### src/rtl/line_mem_bridge_pkg.sv
// Shared widths, state encoding and address helper for the line-to-burst memory bridge.
// coherent_cache_system and its bench reuse the width constants from here.
package line_mem_pkg;

  localparam int ADDR_WIDTH = 32;
  localparam int DATA_WIDTH = 32;
  localparam int LINE_SIZE  = 32;
  localparam int LINE_BITS  = LINE_SIZE * 8;
  localparam int BEATS      = LINE_BITS / DATA_WIDTH;
  localparam int BEAT_W     = $clog2(BEATS);
  localparam int OFFSET_W   = $clog2(LINE_SIZE);
  localparam int WORD_SH    = $clog2(DATA_WIDTH);
  localparam int LINE_IDX_W = BEAT_W + WORD_SH;

  typedef enum logic [2:0] {
    ST_IDLE  = 3'd0,
    ST_CMD   = 3'd1,
    ST_WDATA = 3'd2,
    ST_RDATA = 3'd3,
    ST_RESP  = 3'd4
  } state_e;

  // Bursts always start on a line boundary, whatever offset the cache presents.
  function automatic logic [ADDR_WIDTH-1:0] line_align(input logic [ADDR_WIDTH-1:0] addr);
    return {addr[ADDR_WIDTH-1:OFFSET_W], {OFFSET_W{1'b0}}};
  endfunction

endpackage

### src/rtl/line_mem_bridge_if.sv
// Cache-side line port plus narrow external burst bus, bundled for the bridge.
// slave = bridge view, master = cache + external memory view.
interface line_mem_bridge_if;
  import line_mem_pkg::*;

  // Cache side: mem_read/mem_write are levels held until the one-cycle mem_ready.
  // External side: a command or write beat transfers on a rising edge where its
  // valid and ready are both high; valid and payload stay stable until then.
  // ext_rvalid has no ready: each cycle it is high is one read beat.
  logic                  mem_read;
  logic                  mem_write;
  logic [ADDR_WIDTH-1:0] mem_addr;
  logic [LINE_BITS-1:0]  mem_write_data;
  logic [LINE_BITS-1:0]  mem_read_data;
  logic                  mem_ready;

  logic                  ext_cmd_valid;
  logic                  ext_cmd_ready;
  logic                  ext_cmd_we;
  logic [ADDR_WIDTH-1:0] ext_cmd_addr;
  logic [DATA_WIDTH-1:0] ext_wdata;
  logic                  ext_wvalid;
  logic                  ext_wready;
  logic [DATA_WIDTH-1:0] ext_rdata;
  logic                  ext_rvalid;

  modport slave (
    input  mem_read, mem_write, mem_addr, mem_write_data,
    output mem_read_data, mem_ready,
    output ext_cmd_valid, ext_cmd_we, ext_cmd_addr, ext_wdata, ext_wvalid,
    input  ext_cmd_ready, ext_wready, ext_rdata, ext_rvalid
  );

  modport master (
    output mem_read, mem_write, mem_addr, mem_write_data,
    input  mem_read_data, mem_ready,
    input  ext_cmd_valid, ext_cmd_we, ext_cmd_addr, ext_wdata, ext_wvalid,
    output ext_cmd_ready, ext_wready, ext_rdata, ext_rvalid
  );

endinterface

### src/rtl/line_mem_bridge_serdes.sv
// Line serialiser/deserialiser: write-line store, read-line assembly and the beat counter.
// Word 0 (lowest bits) travels first in both directions.
module line_beat_serdes
  import line_mem_pkg::*;
(
  input  logic                  clk,
  input  logic                  rst,
  input  logic                  load_i,
  input  logic [LINE_BITS-1:0]  line_i,
  input  logic                  clr_i,
  input  logic                  adv_i,
  input  logic                  store_i,
  input  logic [DATA_WIDTH-1:0] rdata_i,
  output logic                  last_o,
  output logic [DATA_WIDTH-1:0] wword_o,
  output logic [LINE_BITS-1:0]  rline_o
);

  logic [BEAT_W-1:0]     beat_q, beat_d;
  logic [LINE_BITS-1:0]  wline_q, wline_d;
  logic [LINE_BITS-1:0]  rline_q, rline_d;
  logic [LINE_IDX_W-1:0] word_lsb;

  assign word_lsb = {beat_q, {WORD_SH{1'b0}}};

  always_comb begin
    beat_d  = beat_q;
    wline_d = wline_q;
    rline_d = rline_q;
    if (load_i) begin
      wline_d = line_i;
    end
    // The counter wraps to 0 naturally on the terminal beat.
    if (clr_i) begin
      beat_d = '0;
    end else if (adv_i) begin
      beat_d = beat_q + BEAT_W'(1);
    end
    if (store_i) begin
      rline_d[word_lsb +: DATA_WIDTH] = rdata_i;
    end
  end

  always_ff @(posedge clk) begin
    if (rst) begin
      beat_q  <= '0;
      wline_q <= '0;
      rline_q <= '0;
    end else begin
      beat_q  <= beat_d;
      wline_q <= wline_d;
      rline_q <= rline_d;
    end
  end

  assign last_o  = (beat_q == BEAT_W'(BEATS - 1));
  assign wword_o = wline_q[word_lsb +: DATA_WIDTH];
  assign rline_o = rline_q;

endmodule

### src/rtl/line_mem_bridge.sv
// Turns each cache line transfer into one burst command plus BEATS word beats,
// and reassembles read beats into a line returned with a one-cycle mem_ready.
module line_mem_bridge
  import line_mem_pkg::*;
(
  input  logic             clk,
  input  logic             rst,
  line_mem_bridge_if.slave bus,
  output logic             busy,
  output logic             protocol_err,
  output state_e           dbg_state_o
);

  state_e                state_q, state_d;
  logic [ADDR_WIDTH-1:0] addr_q, addr_d;
  logic                  we_q, we_d;
  logic                  err_q, err_d;

  logic                  load;
  logic                  clr_beat;
  logic                  adv;
  logic                  store;
  logic                  last;
  logic [DATA_WIDTH-1:0] wword;
  logic [LINE_BITS-1:0]  rline;

  line_beat_serdes u_serdes (
    .clk     (clk),
    .rst     (rst),
    .load_i  (load),
    .line_i  (bus.mem_write_data),
    .clr_i   (clr_beat),
    .adv_i   (adv),
    .store_i (store),
    .rdata_i (bus.ext_rdata),
    .last_o  (last),
    .wword_o (wword),
    .rline_o (rline)
  );

  always_comb begin
    state_d  = state_q;
    addr_d   = addr_q;
    we_d     = we_q;
    load     = 1'b0;
    clr_beat = 1'b0;
    adv      = 1'b0;
    store    = 1'b0;
    case (state_q)
      // Write wins a tie; the read level stays up and is taken after RESP.
      ST_IDLE: begin
        if (bus.mem_write) begin
          addr_d  = line_align(bus.mem_addr);
          we_d    = 1'b1;
          load    = 1'b1;
          state_d = ST_CMD;
        end else if (bus.mem_read) begin
          addr_d  = line_align(bus.mem_addr);
          we_d    = 1'b0;
          state_d = ST_CMD;
        end
      end
      ST_CMD: begin
        if (bus.ext_cmd_ready) begin
          clr_beat = 1'b1;
          state_d  = we_q ? ST_WDATA : ST_RDATA;
        end
      end
      ST_WDATA: begin
        if (bus.ext_wready) begin
          adv = 1'b1;
          if (last) state_d = ST_RESP;
        end
      end
      ST_RDATA: begin
        if (bus.ext_rvalid) begin
          store = 1'b1;
          adv   = 1'b1;
          if (last) state_d = ST_RESP;
        end
      end
      // The cache still holds its request level here, so it is not re-sampled.
      ST_RESP:  state_d = ST_IDLE;
      default:  state_d = ST_IDLE;
    endcase
  end

  // Stray read beats and unsolicited command accepts are flagged, never acted upon.
  assign err_d = err_q
               | (bus.ext_rvalid    & (state_q != ST_RDATA))
               | (bus.ext_cmd_ready & (state_q != ST_CMD));

  always_ff @(posedge clk) begin
    if (rst) begin
      state_q <= ST_IDLE;
      addr_q  <= '0;
      we_q    <= 1'b0;
      err_q   <= 1'b0;
    end else begin
      state_q <= state_d;
      addr_q  <= addr_d;
      we_q    <= we_d;
      err_q   <= err_d;
    end
  end

  assign bus.ext_cmd_valid = (state_q == ST_CMD);
  assign bus.ext_cmd_we    = we_q;
  assign bus.ext_cmd_addr  = addr_q;
  assign bus.ext_wvalid    = (state_q == ST_WDATA);
  assign bus.ext_wdata     = wword;
  assign bus.mem_read_data = rline;
  assign bus.mem_ready     = (state_q == ST_RESP);
  assign busy              = (state_q != ST_IDLE);
  assign protocol_err      = err_q;
  assign dbg_state_o       = state_q;

endmodule

### src/flat_wrapper.sv
// flat-port wrapper written by rule: the top's interface ports become plain ports
module line_mem_bridge_flat import line_mem_pkg::*;
  (clk, rst, busy, protocol_err, dbg_state_o, bus_mem_read, bus_mem_write, bus_mem_addr, bus_mem_write_data, bus_mem_read_data, bus_mem_ready, bus_ext_cmd_valid, bus_ext_cmd_we, bus_ext_cmd_addr, bus_ext_wdata, bus_ext_wvalid, bus_ext_cmd_ready, bus_ext_wready, bus_ext_rdata, bus_ext_rvalid);
  line_mem_bridge_if bus_i ();
  input  logic clk;
  input  logic rst;
  output logic busy;
  output logic protocol_err;
  output state_e dbg_state_o;
  input wire logic [$bits(bus_i.mem_read)-1:0] bus_mem_read;
  input wire logic [$bits(bus_i.mem_write)-1:0] bus_mem_write;
  input wire logic [$bits(bus_i.mem_addr)-1:0] bus_mem_addr;
  input wire logic [$bits(bus_i.mem_write_data)-1:0] bus_mem_write_data;
  output wire logic [$bits(bus_i.mem_read_data)-1:0] bus_mem_read_data;
  output wire logic [$bits(bus_i.mem_ready)-1:0] bus_mem_ready;
  output wire logic [$bits(bus_i.ext_cmd_valid)-1:0] bus_ext_cmd_valid;
  output wire logic [$bits(bus_i.ext_cmd_we)-1:0] bus_ext_cmd_we;
  output wire logic [$bits(bus_i.ext_cmd_addr)-1:0] bus_ext_cmd_addr;
  output wire logic [$bits(bus_i.ext_wdata)-1:0] bus_ext_wdata;
  output wire logic [$bits(bus_i.ext_wvalid)-1:0] bus_ext_wvalid;
  input wire logic [$bits(bus_i.ext_cmd_ready)-1:0] bus_ext_cmd_ready;
  input wire logic [$bits(bus_i.ext_wready)-1:0] bus_ext_wready;
  input wire logic [$bits(bus_i.ext_rdata)-1:0] bus_ext_rdata;
  input wire logic [$bits(bus_i.ext_rvalid)-1:0] bus_ext_rvalid;
  assign bus_i.mem_read = bus_mem_read;
  assign bus_i.mem_write = bus_mem_write;
  assign bus_i.mem_addr = bus_mem_addr;
  assign bus_i.mem_write_data = bus_mem_write_data;
  assign bus_mem_read_data = bus_i.mem_read_data;
  assign bus_mem_ready = bus_i.mem_ready;
  assign bus_ext_cmd_valid = bus_i.ext_cmd_valid;
  assign bus_ext_cmd_we = bus_i.ext_cmd_we;
  assign bus_ext_cmd_addr = bus_i.ext_cmd_addr;
  assign bus_ext_wdata = bus_i.ext_wdata;
  assign bus_ext_wvalid = bus_i.ext_wvalid;
  assign bus_i.ext_cmd_ready = bus_ext_cmd_ready;
  assign bus_i.ext_wready = bus_ext_wready;
  assign bus_i.ext_rdata = bus_ext_rdata;
  assign bus_i.ext_rvalid = bus_ext_rvalid;
  line_mem_bridge u_core (.clk(clk), .rst(rst), .bus(bus_i), .busy(busy), .protocol_err(protocol_err), .dbg_state_o(dbg_state_o));
endmodule
### config.mk
export PLATFORM = sky130hd
export DESIGN_NAME = line_mem_bridge_flat
export DESIGN_NICKNAME = d
export VERILOG_FILES = /design/src/rtl/line_mem_bridge_pkg.sv /design/src/rtl/line_mem_bridge_if.sv /design/src/rtl/line_mem_bridge_serdes.sv /design/src/rtl/line_mem_bridge.sv /design/src/flat_wrapper.sv
export SDC_FILE = /design/constraint.sdc
export NUM_CORES = 1
export LEC_CHECK = 0
export ABC_AREA = 1
export CAP_MARGIN = 20
export CORE_AREA = 2 2 255 257
export CTS_CLUSTER_DIAMETER = 30
export DETAILED_ROUTE_END_ITERATION = 8
export DIE_AREA = 0 0 257 259
export GPL_TIMING_DRIVEN = 0
export HOLD_SLACK_MARGIN = 0.03
export PLACE_DENSITY_LB_ADDON = 0.2
export SLEW_MARGIN = 10
export SYNTH_ARGS = -nofsm -noshare
export SYNTH_HDL_FRONTEND = slang
export SYNTH_SLANG_ARGS = --single-unit
### constraint.sdc
create_clock -name clk -period 3 [get_ports clk]
set_clock_uncertainty 0.1 [all_clocks]
set_input_delay 0.6 -clock clk [delete_from_list [all_inputs] [get_ports clk]]
set_output_delay 0.6 -clock clk [all_outputs]
set_load 0.005 [all_outputs]
==> impl_metrics.py, run 1 <==
metrics = {
    "run_status": {
        "status": "finished with violations",
        "violations": "negative setup slack",
    },
    "clock_tree": {
        "cts.clk_slew.worst_paths_ns": 0.05,
        "cts_buffers": 131,
        "cts_tree": "yes",
        "clockBufferDepth": 3,
        "cts-root-buf": "clkbuf_16",
        "cts_max_level": 4,
        "clk_latency_ns": 0.69,
        "clkSinkCount": 547,
        "ctsHoldBuffers": 0,
    },
    "pwr": {
        "comb_power_share_pct": 23.9,
        "intPower_w": 0.0217,
        "power_density_nw_per_um2": 854,
        "cellLeakagePower_nw": 14.6,
        "power.total_w": 0.0314,
        "pwr-share-clk_pct": 46.9,
        "netSwitchingPower_w": 0.00969,
        "p_seq_share_pct": 29.2,
        "vdd_drop_max_v": 0.000386,
        "switching_share_pct": 30.9,
    },
    "grt": {
        "grt_pass1_vias": 23700,
        "grt_pass1_wl_um": 153000,
        "antenna_found_initial": 7,
        "grt.overflow.total": 0,
        "grt_start_max_net_pins": 17,
        "grt_usage_pct": 31.1,
    },
    "route": {
        "routed_via_density": 5.06,
        "drcViolationCount": 0,
        "routedWlPerCell_um": 22.0,
        "finalWirelength_um": 107000,
        "firstDrtPassIters": 5,
        "antenna_left": 0,
        "num_vias": 24700,
        "drtIter0Drc": 1868,
    },
    "job": {
        "max_cap_violations": 0,
    },
    "critical_path": {
        "cp_common_cell": "buf_12",
        "critPathArrivalTime_ns": 2.41,
        "cpPeakStageDelay_ns": 0.33,
        "cp-end-kind": "output pin",
        "slowest_stage": "dfxtp_2",
        "cp-start-kind": "flip-flop",
        "crit_chain": "buf_6 -> inv_8 -> buf_12 -> buf_12 -> clkbuf_8 -> o21ai_4 -> nand3_4 -> o21a_1 -> dlygate4sd2_1",
        "cp_max_fo": 10,
        "crit_type": "reg2out",
        "required_ns": 2.30,
    },
    "floorplan": {
        "rows": 93,
        "coreArea_um2": 63900,
        "die_w_um": 257,
        "die_y_um": 259,
        "die_area_um2": 66600,
        "io_pins": 656,
        "initial_core_util_pct": 35.5,
    },
    "logic_synthesis": {
        "synth_edf_count": 0,
        "synth_top_cell_by_area": "dfxtp_1",
        "synth-seq-cells": 547,
        "avgSynthCellArea_um2": 7.29,
        "yosysUniqueCellTypes": 32,
        "ys_seq_area_share_pct": 48.3,
        "synth_flop_cell": "dfxtp_1",
        "syn-instance-count": 3109,
        "yosys-top-cells-area": "dfxtp_1, o21ai_0, a21oi_1",
        "yosysTopAreaCellShare_pct": 48.3,
        "yosys_warnings": 0,
        "synth_commonest_cells": "o21ai_0, dfxtp_1, nor2_1, a21oi_1, inv_1",
        "yosysMostFrequentCell": "o21ai_0",
        "ys_async_sr_fraction_pct": 0,
        "mappedNetlistArea_um2": 22700,
    },
    "layout": {
        "fin_util_pct": 57.5,
        "drive_gt1_share_pct": 16.9,
        "post-route-cell-area_um2": 36800,
        "stdcell_count": 4875,
        "layout-area-overhead-vs-synth_pct": 62.1,
        "nNetsFinal": 4247,
    },
    "timing": {
        "finalMaxSlewViolations": 0,
        "fin_crit_sh_pct": 104,
        "fmax_ghz": 0.321,
        "worst_slew_pin_slew_ns": 0.976,
        "final-setup-viol-count": 19,
        "setup_ws_ns": -0.111,
        "rsz0062_at_grt": "true",
        "hold_violations": 0,
        "finalCriticalPeriod_ns": 3.11,
        "slew_headroom_pct": 34.9,
        "fin_tns_setup_ns": -1.32,
    },
    "worst_hold_path": {
        "min_path_type": "reg2reg",
    },
    "placement": {
        "dpl-instance-area_um2": 30200,
        "hpwl_um": 82400,
        "port_buffers": 645,
        "dp_cells": 4613,
        "place_congestion": 0.955,
    },
}
per-stage QoR:
| step | worst slack [ns] | hold slack (ns) |
|---|---|---|
| 2_1_floorplan | 0.412 | 0.320 |
| 3_3_place_gp | -0.861 | 0.328 |
| 3_5_place_dp | -0.853 | 0.332 |
| 4_1_cts | -0.144 | 0.339 |
| 5_1_grt | -0.170 | 0.354 |
| 6_report | -0.111 | 0.339 |
worst max-delay path, delay by kind of cell (launching register included):
family | cells | cell delay [ns]
buf+inv | 6 | 0.93
flops | 1 | 0.33
compound gates | 2 | 0.33
simple gates | 1 | 0.13
logic make-up (layout without fill, tap and decap cells):
logic type / after synthesis / count (layout) / synth area share [%]
compound gates: 1082 / 1082 / 24.2
simple gates: 883 / 883 / 16.2
buf+inv: 589 / 1489 / 10.9
flops: 547 / 547 / 48.3
fa+ha+maj: 7 / 7 / 0.386
other cells: 1 / 12 / 0.0165
flip-flops by register name, summed over array words and instances (netlist names):
register                 cells
u_core.bus.ext_cmd_addr     27
u_core.u_serdes.rline_o    256
u_core.dbg_state_o           3
u_core.u_serdes.beat_q       3
u_core.protocol_err          1
u_core.bus.ext_cmd_we        1
u_core.u_serdes.wline_q    256
power by group through the flow:
stage	Sequential, W	Combinational (W)	Clock, W
2_1_floorplan	0.00906	0.00339	0
3_3_place_gp	0.00912	0.00649	0
3_5_place_dp	0.00916	0.00651	0
4_1_cts	0.00913	0.00729	0.0147
5_1_grt	0.00928	0.00806	0.0152
6_report	0.00917	0.00750	0.0147
what timing repair did:
| action | CTS | global route |
|---|---|---|
| pin swaps | 51 | 13 |
| setup buffers | 13 | 5 |
| setup endpoints to repair | 288 | 238 |
| cloned | 5 | 1 |
| hold endpoints to repair | 0 | 0 |
| resized for setup | 565 | 129 |
metal layers:
| metal | wire length [um] | track usage, % | up-vias | share of wire [%] |
|---|---|---|---|---|
| met1 | 43000 | 36.7 | 11500 | 40 |
| li1 | - | - | 11800 | - |
| met3 | 7090 | 6.04 | 246 | 6.6 |
| met5 | 0 | 0 | - | 0 |
| met4 | 5550 | 16.2 | 0 | 5.2 |
| met2 | 51800 | 53.5 | 1135 | 48 |
area by class of cell:
cell class / instances / area [um^2]
Sequential cell: 547 / 11000
Clock buffer: 175 / 3800
Tap cell: 855 / 1070
Timing Repair Buffer: 669 / 6670
Antenna cell: 7 / 17.5
Inverter: 340 / 1290
Fill cell: 5918 / 27100
Multi-Input combinational cell: 1977 / 10600
Clock inverter: 58 / 796
Buffer: 247 / 1600
placed cells by master (no fill, tap or decap), types with 80 or more instances in the layout:
cell type / netlist / layout
nand2_1: 195 / 158
dfxtp_1: 547 / 543
inv_1: 333 / 332
clkbuf_16: 0 / 142
buf_2: 69 / 80
clkdlybuf4s50_1: 0 / 613
o21ai_0: 599 / 491
nor2_1: 526 / 526
clkbuf_1: 128 / 100
a21oi_1: 431 / 390
worst paths after layout:
kind,from,endpoint,slack (ns),depth (start not counted)
min,u_core.u_serdes.wline_q[102],u_core.u_serdes.wline_q[102],0.34,2
max,u_core.u_serdes.beat_q[0],bus_ext_wdata[11],-0.11,9
min reg2reg,u_core.u_serdes.wline_q[102],u_core.u_serdes.wline_q[102],0.34,2
max reg2reg,u_core.u_serdes.beat_q[0],u_core.u_serdes.rline_o[164],0.08,13
(Power assumes the default switching activity.)
==> run 2, diff against run 1 <==
--- a/config.mk
+++ b/config.mk
@@ -14,6 +14,7 @@
 export GPL_TIMING_DRIVEN = 0
 export HOLD_SLACK_MARGIN = 0.03
 export PLACE_DENSITY_LB_ADDON = 0.2
+export SETUP_SLACK_MARGIN = 0.5
 export SLEW_MARGIN = 10
 export SYNTH_ARGS = -nofsm -noshare
 export SYNTH_HDL_FRONTEND = slang
==> run 2 against run 1 <==
The flow still finishes with violations (negative setup slack). Critical path depth rose by 1. First-iteration DRC count rose by 11%. Hold slack got worse by 0.00066 ns. Wire length rose by 2.3%. Core utilization rose by 3.6 points. Sequential cell count did not move. Sequential share of layout area fell by 1.8 points. Final cell count rose by 1.2%. Largest cell class is now multi-input gates. Largest power group unchanged.
==> impl_metrics.py, run 2 (synthesis results as in run 1) <==
metrics = {
    "route": {
        "num_vias": 25300,
        "routedWlPerCell_um": 22.3,
        "firstDrtPassIters": 6,
        "antenna_left": 0,
        "drtIter0Drc": 2076,
        "drcViolationCount": 0,
        "finalWirelength_um": 110000,
        "routed_via_density": 5.12,
    },
    "critical_path": {
        "required_ns": 2.30,
        "crit_end": "bus_ext_wdata[6]",
        "critPathArrivalTime_ns": 2.40,
        "reg2reg_depth": 18,
        "r2r_end": "u_core.u_serdes.rline_o[56]",
        "cp-start-kind": "flip-flop",
        "ff2ff_setup_slack_ns": 0.14,
        "crit_type": "reg2out",
        "regToRegStartpoint": "u_core.u_serdes.beat_q[0]",
        "cp_max_fo": 7,
        "startpoint": "u_core.u_serdes.beat_q[0]",
        "cp-end-kind": "output pin",
    },
    "grt": {
        "use_met1_pct": 36.1,
        "use_met3_pct": 5.81,
        "grt_start_max_net_pins": 17,
        "grt.overflow.total": 0,
        "grt_pass1_wl_um": 154000,
        "grt_pass1_vias": 24100,
        "top_usage_layer": "met2",
        "antenna_found_initial": 5,
        "grtUsageMet2_pct": 52.4,
        "grt_usage_pct": 30.9,
    },
    "placement": {
        "place_congestion": 0.960,
        "hpwl_um": 81600,
        "port_buffers": 645,
        "dpl-instance-area_um2": 30200,
    },
    "clock_tree": {
        "clockBufferDepth": 3,
        "cts-root-buf": "clkbuf_16",
        "cts_tree": "yes",
        "cts.clk_slew.worst_paths_ns": 0.04,
        "clk_latency_ns": 0.66,
        "cts_buffers": 120,
        "clkSinkCount": 547,
        "cts_max_level": 3,
        "ctsHoldBuffers": 0,
    },
    "timing": {
        "worst_slew_pin_slew_ns": 0.925,
        "fmax_ghz": 0.323,
        "slew_headroom_pct": 38.4,
        "finalCriticalPeriod_ns": 3.10,
        "setup_ws_ns": -0.0951,
        "rsz0062_at_grt": "true",
        "finalMaxSlewViolations": 0,
        "fin_crit_sh_pct": 103,
        "hold_ws_ns": 0.338,
        "hold_violations": 0,
        "final-setup-viol-count": 19,
    },
    "floorplan": {
        "rows": 93,
        "coreArea_um2": 63900,
        "die_area_um2": 66600,
        "initial_core_util_pct": 35.5,
        "die_y_um": 259,
        "io_pins": 656,
        "die_w_um": 257,
    },
    "layout": {
        "drive_gt1_share_pct": 22.3,
        "fin_util_pct": 61.2,
        "nNetsFinal": 4302,
        "layout-area-overhead-vs-synth_pct": 72.3,
        "post-route-cell-area_um2": 39100,
        "final_cell_mix": "clkdlybuf4s50_1, dfxtp_1, nor2_1, o21ai_0, a21oi_1",
        "mostFrequentLayoutCell": "clkdlybuf4s50_1",
    },
    "job": {
        "max_cap_violations": 0,
    },
    "run_status": {
        "status": "finished with violations",
        "violations": "negative setup slack",
    },
    "pwr": {
        "cellLeakagePower_nw": 15.4,
        "vdd_drop_max_v": 0.000538,
        "power_density_nw_per_um2": 813,
    },
    "worst_hold_path": {
        "hold_depth": 2,
        "min_path_type": "reg2reg",
    },
}
==> run 2: metrics by stage <==
| step | worst slack [ns] | TNS (ns) | instances | power [W] |
|---|---|---|---|---|
| floorplan | 0.462 | 0 | 3113 | 0.0125 |
| detailed placement | -0.817 | -178.78 | 4613 | 0.0157 |
| global placement | -0.810 | -176.54 | 4613 | 0.0156 |
| CTS | -0.137 | -1.22 | 4887 | 0.0312 |
| finish | -0.0951 | -0.673 | 4932 | 0.0317 |
| global route | -0.133 | -1.42 | 4932 | 0.0328 |
==> run 2: where the power goes <==
group | internal [W] | switching (W)
Combinational | 0.00317 | 0.00490
Sequential | 0.00855 | 0.000639
Clock | 0.00998 | 0.00452
Total | 0.0217 | 0.0101
==> run 2: layer usage <==
layer	part of all wire [%]	vias up
met3	7.2	297
met1	38	11800
li1	-	11900
met5	0	-
met4	7.0	0
met2	47	1274
==> run 2: worst max-delay path, cell delays in order, from the launching register on <==
cell and delay [ns]:
dfxtp_2 0.33, buf_6 0.13, inv_8 0.05, buf_12 0.13, buf_12 0.14, clkbuf_16 0.17
buf_12 0.14, o21ai_4 0.15, nand3_4 0.14, o21a_1 0.19, buf_2 0.14
==> run 2: worst min-delay path by stage <==
| stage | start | to | slack (ns) |
|---|---|---|---|
| floorplan | u_core.u_serdes.wline_q[0] | u_core.u_serdes.wline_q[0] | 0.32 |
| global placement | u_core.u_serdes.wline_q[102] | u_core.u_serdes.wline_q[102] | 0.33 |
| detailed placement | u_core.u_serdes.wline_q[132] | u_core.u_serdes.wline_q[132] | 0.33 |
| CTS | u_core.u_serdes.wline_q[132] | u_core.u_serdes.wline_q[132] | 0.34 |
| global route | u_core.u_serdes.wline_q[26] | u_core.u_serdes.wline_q[26] | 0.36 |
| finish | u_core.bus.ext_cmd_addr[9] | u_core.bus.ext_cmd_addr[9] | 0.34 |
==> run 2: layout make-up <==
class	count	area, um^2
clock buffer	145	3230
multi-input combinational	1977	11500
tap	855	1070
sequential	547	11000
clock inverter	81	1250
antenna	5	12.5
fill	5561	24800
inverter	340	1330
buffer	249	2070
timing repair buffer	733	7610
==> run 2: what timing repair did <==
item / 4_1_cts / 5_1_grt
pin swaps: 72 / 87
resized for setup: 779 / 388
gates cloned: 10 / 16
buffers inserted: 38 / 24
setup endpoints to repair: 345 / 292
